==> config.mk <==
export PLATFORM = sky130hd
export DESIGN_NAME = mem_access_stage
export DESIGN_NICKNAME = d
export VERILOG_FILES = /design/src/rtl/mips_mem_pkg.sv /design/src/rtl/mem_load_align.sv /design/src/rtl/mem_access_stage.sv
export SDC_FILE = /design/constraint.sdc
export NUM_CORES = 1
export LEC_CHECK = 0
export BUFFER_PORTS_ARGS = -buffer_cell sky130_fd_sc_hd__buf_4
export CAP_MARGIN = 0
export CORE_MARGIN = 1.5
export CORE_UTILIZATION = 51
export DETAILED_ROUTE_END_ITERATION = 7
export PLACE_DENSITY = 0.89
export SYNTH_ARGS = -nofsm -noshare
export SYNTH_HDL_FRONTEND = slang
export SYNTH_SLANG_ARGS = --single-unit
==> constraint.sdc <==
create_clock -name Clk -period 2 [get_ports Clk]
set_input_delay 0.4 -clock Clk [delete_from_list [all_inputs] [get_ports Clk]]
set_output_delay 0.4 -clock Clk [all_outputs]
set_load 0.02 [all_outputs]
==> src/rtl/mips_mem_pkg.sv <==
// -----------------------------------------------------------------------------
// mips_mem_pkg
// Shared definitions for the MEM stage data-memory path:
//   - access size encodings (Mem_Size_MEM)
//   - FSM state enum of mem_access_stage
//   - default Dmem_Ack timeout
//   - helpers for byte enables, store lane replication and alignment test
// -----------------------------------------------------------------------------
package mips_mem_pkg;

  localparam logic [1:0] SIZE_BYTE     = 2'b00;
  localparam logic [1:0] SIZE_HALF     = 2'b01;
  localparam logic [1:0] SIZE_WORD     = 2'b10;
  localparam logic [1:0] SIZE_WORD_ALT = 2'b11;  // decoded as a word access

  localparam int unsigned ACK_TIMEOUT_DEFAULT = 64;

  typedef enum logic [1:0] {
    ST_IDLE = 2'd0,
    ST_REQ  = 2'd1,
    ST_DONE = 2'd2
  } mem_state_e;

  // Little-endian byte enables. A half access selects its half with addr[1]
  // only, so a set addr[0] is ignored here.
  function automatic logic [3:0] byte_enables(input logic [1:0] size,
                                              input logic [1:0] addr_lo);
    logic [3:0] be;
    case (size)
      SIZE_BYTE: be = 4'b0001 << addr_lo;
      SIZE_HALF: be = addr_lo[1] ? 4'b1100 : 4'b0011;
      default:   be = 4'b1111;
    endcase
    return be;
  endfunction

  // Right-aligned store data is replicated across all lanes so the byte
  // enables alone select what the memory writes.
  function automatic logic [31:0] store_lanes(input logic [1:0]  size,
                                              input logic [31:0] wdata);
    logic [31:0] lanes;
    case (size)
      SIZE_BYTE: lanes = {4{wdata[7:0]}};
      SIZE_HALF: lanes = {2{wdata[15:0]}};
      default:   lanes = wdata;
    endcase
    return lanes;
  endfunction

  function automatic logic is_misaligned(input logic [1:0] size,
                                         input logic [1:0] addr_lo);
    logic mis;
    case (size)
      SIZE_BYTE: mis = 1'b0;
      SIZE_HALF: mis = addr_lo[0];
      default:   mis = |addr_lo;
    endcase
    return mis;
  endfunction

endpackage

==> src/rtl/mem_load_align.sv <==
// -----------------------------------------------------------------------------
// mem_load_align
// Combinational load formatter: picks the addressed byte/half lane out of a
// 32-bit bus word and sign- or zero-extends it to 32 bits. Word accesses
// (size 10 or 11) pass the bus word through unchanged.
//
// Ports
//   rdata     in  32  raw little-endian bus word
//   addr_lo   in   2  low address bits of the access
//   size      in   2  access size (mips_mem_pkg SIZE_*)
//   zero_ext  in   1  1 = zero-extend, 0 = sign-extend
//   data      out 32  formatted load result
// -----------------------------------------------------------------------------
module mem_load_align
  import mips_mem_pkg::*;
(
  input  logic [31:0] rdata,
  input  logic [1:0]  addr_lo,
  input  logic [1:0]  size,
  input  logic        zero_ext,
  output logic [31:0] data
);

  logic [7:0]  lane_b;
  logic [15:0] lane_h;
  logic        ext_b;
  logic        ext_h;

  always_comb begin
    case (addr_lo)
      2'd0:    lane_b = rdata[7:0];
      2'd1:    lane_b = rdata[15:8];
      2'd2:    lane_b = rdata[23:16];
      default: lane_b = rdata[31:24];
    endcase
    // addr[0] is ignored for halves; misaligned halves never reach here when
    // alignment checking is built in.
    lane_h = addr_lo[1] ? rdata[31:16] : rdata[15:0];

    ext_b = ~zero_ext & lane_b[7];
    ext_h = ~zero_ext & lane_h[15];

    case (size)
      SIZE_BYTE: data = {{24{ext_b}}, lane_b};
      SIZE_HALF: data = {{16{ext_h}}, lane_h};
      default:   data = rdata;
    endcase
  end

endmodule

==> src/rtl/mem_access_stage.sv <==
// -----------------------------------------------------------------------------
// mem_access_stage
// MEM pipeline stage of a MIPS-style core. Turns a load/store request from the
// EX/MEM register into a single bus transaction (IDLE -> REQ -> DONE), stalls
// the upstream pipeline while the bus is busy, and formats load data for the
// MEM/WB register.
//
// Build option: define MEM_ALIGN_CHECK_EN to reject misaligned half/word
// accesses (no bus request, one-cycle Misalign_MEM pulse). Without it the
// misaligned low address bits are ignored and Misalign_MEM is tied low.
//
// Parameters
//   ACK_TIMEOUT       REQ cycles waited for Dmem_Ack before Bus_Error (1..255)
//
// Ports
//   Clk               in   1  clock, rising edge
//   Reset_n           in   1  asynchronous active-low reset
//   MemRead_MEM       in   1  load request
//   MemWrite_MEM      in   1  store request (wins if both set)
//   Mem_Size_MEM      in   2  00 byte, 01 half, 10/11 word
//   Mem_Unsigned_MEM  in   1  zero-extend byte/half loads
//   ALU_Result_MEM    in  32  effective byte address
//   Write_Data_MEM    in  32  right-aligned store data
//   Read_Data_MEM     out 32  formatted load data (valid in DONE)
//   Stall_MEM         out  1  freeze PC and upstream registers
//   Dmem_Req          out  1  bus request
//   Dmem_We           out  1  bus write strobe
//   Dmem_Addr         out 32  word-aligned bus address
//   Dmem_Wdata        out 32  lane-replicated store data
//   Dmem_Be           out  4  byte enables
//   Dmem_Ack          in   1  bus completion
//   Dmem_Rdata        in  32  bus read data
//   Bus_Error         out  1  one-cycle pulse on Ack timeout
//   Misalign_MEM      out  1  one-cycle pulse on rejected misaligned access
// -----------------------------------------------------------------------------
module mem_access_stage
  import mips_mem_pkg::*;
#(
  parameter int unsigned ACK_TIMEOUT = ACK_TIMEOUT_DEFAULT
)(
  input  logic        Clk,
  input  logic        Reset_n,
  input  logic        MemRead_MEM,
  input  logic        MemWrite_MEM,
  input  logic [1:0]  Mem_Size_MEM,
  input  logic        Mem_Unsigned_MEM,
  input  logic [31:0] ALU_Result_MEM,
  input  logic [31:0] Write_Data_MEM,
  output logic [31:0] Read_Data_MEM,
  output logic        Stall_MEM,
  output logic        Dmem_Req,
  output logic        Dmem_We,
  output logic [31:0] Dmem_Addr,
  output logic [31:0] Dmem_Wdata,
  output logic [3:0]  Dmem_Be,
  input  logic        Dmem_Ack,
  input  logic [31:0] Dmem_Rdata,
  output logic        Bus_Error,
  output logic        Misalign_MEM
);

  // Last wait-counter value before the timeout fires (counter starts at 0 in
  // the first REQ cycle, so ACK_TIMEOUT REQ cycles are granted).
  localparam logic [7:0] TIMEOUT_LAST = 8'(ACK_TIMEOUT - 1);

  mem_state_e  state;
  logic [7:0]  wait_cnt;

  // Access attributes captured on the IDLE->REQ edge; upstream may change
  // while the transaction is in flight.
  logic        load_q;
  logic [1:0]  size_q;
  logic [1:0]  addr_lo_q;
  logic        zext_q;
  logic [31:0] rdata_q;

  logic        access;
  logic        misalign;
  logic        start;
  logic [31:0] load_fmt;

  assign access = MemRead_MEM | MemWrite_MEM;

`ifdef MEM_ALIGN_CHECK_EN
  assign misalign     = access & is_misaligned(Mem_Size_MEM, ALU_Result_MEM[1:0]);
  // Flags the instruction currently presented, so it is combinational; reset
  // masks it because the FSM may be forced to IDLE with a request pending.
  assign Misalign_MEM = (state == ST_IDLE) & misalign & Reset_n;
`else
  assign misalign     = 1'b0;
  assign Misalign_MEM = 1'b0;
`endif

  assign start     = (state == ST_IDLE) & access & ~misalign;
  assign Stall_MEM = start | (state == ST_REQ);

  // FSM and bus registers
  always_ff @(posedge Clk or negedge Reset_n) begin
    if (!Reset_n) begin
      state      <= ST_IDLE;
      wait_cnt   <= 8'd0;
      Dmem_Req   <= 1'b0;
      Dmem_We    <= 1'b0;
      Dmem_Addr  <= 32'd0;
      Dmem_Wdata <= 32'd0;
      Dmem_Be    <= 4'd0;
      Bus_Error  <= 1'b0;
      load_q     <= 1'b0;
      size_q     <= SIZE_BYTE;
      addr_lo_q  <= 2'd0;
      zext_q     <= 1'b0;
      rdata_q    <= 32'd0;
    end else begin
      Bus_Error <= 1'b0;
      case (state)
        ST_IDLE: begin
          if (start) begin
            state      <= ST_REQ;
            wait_cnt   <= 8'd0;
            Dmem_Req   <= 1'b1;
            Dmem_We    <= MemWrite_MEM;
            Dmem_Addr  <= {ALU_Result_MEM[31:2], 2'b00};
            Dmem_Be    <= byte_enables(Mem_Size_MEM, ALU_Result_MEM[1:0]);
            Dmem_Wdata <= store_lanes(Mem_Size_MEM, Write_Data_MEM);
            // Read and write together is performed as a store.
            load_q     <= MemRead_MEM & ~MemWrite_MEM;
            size_q     <= Mem_Size_MEM;
            addr_lo_q  <= ALU_Result_MEM[1:0];
            zext_q     <= Mem_Unsigned_MEM;
            rdata_q    <= 32'd0;
          end
        end

        ST_REQ: begin
          if (Dmem_Ack) begin
            state    <= ST_DONE;
            Dmem_Req <= 1'b0;
            Dmem_We  <= 1'b0;
            rdata_q  <= load_q ? Dmem_Rdata : 32'd0;
          end else if (wait_cnt == TIMEOUT_LAST) begin
            state     <= ST_DONE;
            Dmem_Req  <= 1'b0;
            Dmem_We   <= 1'b0;
            rdata_q   <= 32'd0;
            Bus_Error <= 1'b1;
          end else begin
            wait_cnt <= wait_cnt + 8'd1;
          end
        end

        ST_DONE: begin
          state <= ST_IDLE;
        end

        default: begin
          state <= ST_IDLE;
        end
      endcase
    end
  end

  mem_load_align u_load_align (
    .rdata    (rdata_q),
    .addr_lo  (addr_lo_q),
    .size     (size_q),
    .zero_ext (zext_q),
    .data     (load_fmt)
  );

  // Stores and timeouts capture zero, so DONE needs no further qualification.
  assign Read_Data_MEM = (state == ST_DONE) ? load_fmt : 32'd0;

endmodule

Word-level counts from Yosys, hierarchy flattened
Cells that the tools add are included.
{"block": "op_classes", "order_cmp": 0, "n_addsub": 1, "bitwise_logic": 8, "n_mul": 0, "n_reduce_logical": 9, "shifts": 1, "div_mod_pow": 0, "muxes": 29, "eq_ne": 11}
{"operator": "one-hot mux 32 bit (2 select lines)", "n": 3}
{"operator": "2-to-1 mux 32 bit", "n": 5}
{"operator": "2-to-1 mux 8 bit", "n": 3}
{"operator": "one-hot mux 8 bit (3 select lines)", "n": 1}
{"operator": "2-to-1 mux 16 bit", "n": 1}
{"operator": "one-hot mux 8 bit (2 select lines)", "n": 1}
{"operator": "adder 8 x 1 -> 8 bit, second input constant", "n": 1}
{"operator": "equality test 2 x 1 -> 1 bit, second input constant", "n": 4}
{"operator": "equality test 8 x 6 -> 1 bit, second input constant", "n": 1}
{"operator": "logical NOT 2 bit", "n": 4}
{"operator": "one-hot mux 4 bit (2 select lines)", "n": 1}
{"operator": "2-to-1 mux 1 bit", "n": 7}
{"operator": "2-to-1 mux 2 bit", "n": 3}
{"operator": "inequality test 2 bit, second input constant", "n": 3}
{"operator": "bitwise AND 1 bit", "n": 4}
{"operator": "equality test 2 bit, second input constant", "n": 2}
{"operator": "2-to-1 mux 4 bit", "n": 1}
{"operator": "one-hot mux 1 bit (2 select lines)", "n": 2}
{"operator": "one-hot mux 2 bit (2 select lines)", "n": 1}
{"operator": "AND reduction 2 bit", "n": 2}
{"operator": "AND reduction 4 bit", "n": 1}
{"operator": "<< shifter 1 x 2 -> 4 bit, first input constant", "n": 1}
{"operator": "inequality test 3 x 2 -> 1 bit, second input constant", "n": 1}
{"operator": "AND reduction 3 bit", "n": 1}
{"operator": "3 further kinds", "n": 5}
{"block": "word_totals", "rom_bits": 0, "ff_bits": 117, "word_cells": 72, "output_inout_bits": 105, "in_bits": 104, "latch_bits": 0, "n_memories": 0, "mem_bits_rw": 0}

Longest topological paths before layout
{"block": "logic_depth", "word_depth": 5, "mapped_depth": 6}

Hierarchy
Synthesis repeated with hierarchy kept, for this count alone.
{"block": "unflattened", "cells_unflattened": 613, "hier_area_um2": 5845.6}
{"module": "mem_access_stage", "instances": 1, "seq_area_each_um2": 2927.8, "area_each_um2": 4999.8, "cells_each": 498}
{"module": "mem_load_align", "instances": 1, "seq_area_each_um2": 0.0, "area_each_um2": 845.8, "cells_each": 115}

Least setup slack after synthesis
No wires, ideal clock.
{"block": "synth_timing", "path_kind": "flip-flop to output port", "start": "register addr_lo_q[1]", "end": "output port Read_Data_MEM[21]", "arrival_time_ns": 1.651, "path_slack_ns": -0.051, "n_path_buf": 2, "t_required_ns": 1.600, "stages_incl_launch_ff": 6, "path_cell_list": "dfrtp_1 buf_2 mux2i_1 a2111o_1 clkbuf_1 o21ai_1"}
{"block": "synth_via", "elab_chain_len": 5}
{"item": "from (decl)", "line_no": "mem_access_stage.sv:73", "source": "logic [1:0] addr_lo_q;"}
{"item": "from (signal assigned)", "line_no": "mem_access_stage.sv:128", "source": "addr_lo_q <= ALU_Result_MEM[1:0];"}
{"item": "equality test 2 bit (tied with other cells)", "line_no": "mem_load_align.sv:30", "source": "case (addr_lo)"}
{"item": "one-hot mux 8 bit (3 select lines)", "line_no": "mem_load_align.sv:30"}
{"item": "bitwise AND 1 bit", "line_no": "mem_load_align.sv:40", "source": "ext_b = ~zero_ext & lane_b[7];"}
{"item": "one-hot mux 32 bit (2 select lines) *", "line_no": "mem_load_align.sv:43", "source": "case (size)"}
{"item": "2-to-1 mux 32 bit *", "line_no": "mem_access_stage.sv:171", "source": "assign Read_Data_MEM = (state == ST_DONE) ? load_fmt : 32'd0;"}
{"item": "to (decl)", "line_no": "mem_access_stage.sv:49", "source": "output logic [31:0] Read_Data_MEM,"}
Mark *: on every way between the ends. The rest lies on a longest branch, timed or not.

Final worst setup path
{"block": "layout_timing", "start": "register addr_lo_q[1]", "end": "output port Read_Data_MEM[9]"}
The elaborated chain is that of the path after synthesis.

==> results.cfg <==
[status]
status = finished, violations left
violations = negative setup slack

[critical_path]
reg2reg_from = wait_cnt[0]$_DFFE_PN0P_
crit_type = flop to output pin
cpMaxStageDelayCell = mux4_2
critical-path-top-delay-family = multiplexers
cp.required_ns = 1.60
crit_fanout = 6
crit_arrival_ns = 2.10
r2r_slack_ns = 0.20
max_stage_delay_ns = 0.63
startpoint_type = flop
crit_buf_inv = 2
setup.worst_path.end_class = output pin
path_common_cell = buf_6
worstPathCellList = mux4_2 -> buf_6 -> nand4_1 -> nand3_1 -> buf_6
startpoint = addr_lo_q[1]$_DFFE_PN0P_

[clock_tree]
clock-sinks = 117
cts_buffer_depth = 2
cts_root_buf = clkbuf_16
htreeDepth = 4
numCtsBuffers = 17
clk_latency_ns = 0.42
clk_pin_slew_ns = 0.05
tritoncts = yes

[route]
vias = 5919
drt_iter0_drc = 574
firstDrtPassIters = 6
routedWlPerCell_um = 21.0
ant_nets = 0
routed_wirelength_um = 20700
viasPerCell = 6.01
drc = 0

[synth]
ys_warn_count = 0
synthArstFlopShare_pct = 100
synth_fa_ha_area_share_pct = 0.203
synth_ff_type = dfrtp_1
syn_inst = 611
synth-seq-area-share_pct = 47.5
yosys.area_share.simple_pct = 11.8
synth_top_family_by_area = multiplexers
synth_compound_area_share_pct = 16.5
synth.distinct_cells = 51
ys_ff_latch = 117
synth-xor-area-share_pct = 0
synth_enable_flop_cells = 0
muxShareOfSynthArea_pct = 17.6
synth_area_um2 = 6160
postSynthAreaPerCell_um2 = 10.1

[cells_and_area]
syn_to_final_growth_pct = 46.0
drive_above_1_share_pct = 39.4
final_nets = 934
final_cell_area_um2 = 9000
num_antenna_cells = 0

[timing]
skew_ns = 0.00779
period_needed_ns = 2.50
setup_violations = 32
final.setup.worst_slack_ns = -0.501
report.final.slew_viol_count = 0
hold_viol_final = 0
timing.fmax_mhz = 400
tns_ns = -12.84
rsz0062_at_grt = true
finalCritPeriodShare_pct = 125

[die]
die_w_um = 113
rows = 39
fp.coreArea_um2 = 11600
start_util_pct = 53.0
io_pins = 209
die_area_um2 = 12700
die_h_um = 113

[worst_hold_path]
hold_class = input port to flop
hold_start = ALU_Result_MEM[20]

[run]
max-cap-violations = 0

[global_route]
grtUsageTotal_pct = 32.5
grt_pass1_vias = 6113
grt_max_degree = 46
antenna_found_initial = 0
grt_pass1_wl_um = 32200
overflow = 0

[pwr]
power_leakage_nw = 4.13
p_per_area_nw_per_um2 = 1510
irDropWorstVdd_mv = 1.04

[place]
pre_cts_ws_ns = -0.214
place_congestion = 0.976
hpwl_um = 13600
postPlaceCellArea_um2 = 7970
io_buffers = 205
-- timing repair --
item,CTS,global route
resized for setup,75,20
hold buffers,1,0
cloned,1,0
buffers inserted,4,2
setup endpoints to repair,32,32
pin swaps,26,1
endpoints found under the hold margin,30,0
-- flip-flops by register name, summed over array words and instances, names as in the netlist --
| signal | count |
|---|---|
| Dmem_We | 1 |
| Dmem_Addr | 30 |
| Bus_Error | 1 |
| state | 2 |
| Dmem_Req | 1 |
| wait_cnt | 8 |
| Dmem_Be | 4 |
| zext_q | 1 |
| size_q | 2 |
| Dmem_Wdata | 32 |
| rdata_q | 32 |
| load_q | 1 |
| addr_lo_q | 2 |
-- layout by cell type, fill, tap and decap left out, drive strengths merged, types with 2 or more instances in the layout --
master	count
buf	247
dfrtp	117
o21ai	105
mux2	65
nand2	59
inv	36
o211ai	35
mux2i	33
nand2b	19
clkbuf	19
nand4	15
nand3	15
nor2	9
a21oi	8
o221a	7
clkinv	6
nor3	5
nor2b	4
clkinvlp	4
conb	3
and4b	2
o21bai	2
and3	2
bufinv	2
nor3b	2
or2	2
-- synth_stat cells, types with 2 or more instances --
master	instances	area share, %
o21bai_1	2	0.24
and3_1	2	0.20
o211ai_1	35	4.3
buf_4	4	0.49
nor2_1	8	0.49
nand2_1	59	3.6
nand2b_1	19	1.9
mux2_2	10	1.8
nor2b_1	4	0.41
mux2_1	55	10
o21ai_1	28	2.3
o21ai_0	76	6.2
nand4_1	15	1.5
mux2i_1	33	5.4
buf_6	4	0.73
nor3_1	4	0.32
o221a_1	7	1.3
dfrtp_1	117	48
a21oi_1	7	0.57
buf_2	14	1.1
inv_1	35	2.1
nand3_1	15	1.2
and4b_1	2	0.32
clkbuf_1	29	1.8
-- path summary, 6_finish.rpt --
| kind | end | cells after the start |
|---|---|---|
| worst max-delay path | Read_Data_MEM[9] | 5 |
| max in group asynchronous | addr_lo_q[1]$_DFFE_PN0P_ | 3 |
| worst min register to register | Dmem_Addr[20]$_DFFE_PN0P_ | 1 |
| min in group asynchronous | rdata_q[19]$_DFFE_PN0P_ | 2 |
| worst min-delay path | Dmem_Addr[20]$_DFFE_PN0P_ | 2 |
| worst max register to register | rdata_q[31]$_DFFE_PN0P_ | 5 |
-- per-stage QoR --
step           cells  hold WS [ns]  util [%]  power (mW)
2_1_floorplan    613         0.104         -        7.36
3_3_place_gp     945         0.384      68.7        9.64
3_5_place_dp     945         0.389      68.7        9.95
4_1_cts          983         0.185      76.4        13.3
5_1_grt          985         0.194      77.5        14.2
6_report         985         0.191      77.5        13.6
-- where the power goes --
| part | switching (mW) | total, mW | internal (mW) |
|---|---|---|---|
| clock network | 1.14 | 2.99 | 1.86 |
| registers | 0.819 | 4.18 | 3.36 |
| logic | 3.57 | 6.42 | 2.85 |
-- per-layer routing --
layer	wire, um	vias to the layer above	track usage [%]
met5	0	-	0
met4	642	0	12.3
met3	1900	59	9.75
met2	10800	341	58.0
met1	7390	2905	36.8
li1	-	2614	-
-- logic make-up after synthesis --
group | count (synthesis)
AO/OA/AOI/OAI | 167
adder cells (fa/ha/maj) | 1
buffers and inverters | 86
flip-flops | 117
multiplexers | 99
other | 1
AND/OR/NAND/NOR | 140
-- cell type report --
class	count	area, um2
well taps	143	179
repair buffers	248	2100
inverters	35	131
multi-input cells	410	3080
clock inverters	13	133
flip-flops and latches	117	2930
clock buffers	19	443
fillers	716	2620
Power figures use the tool's default switching activity.
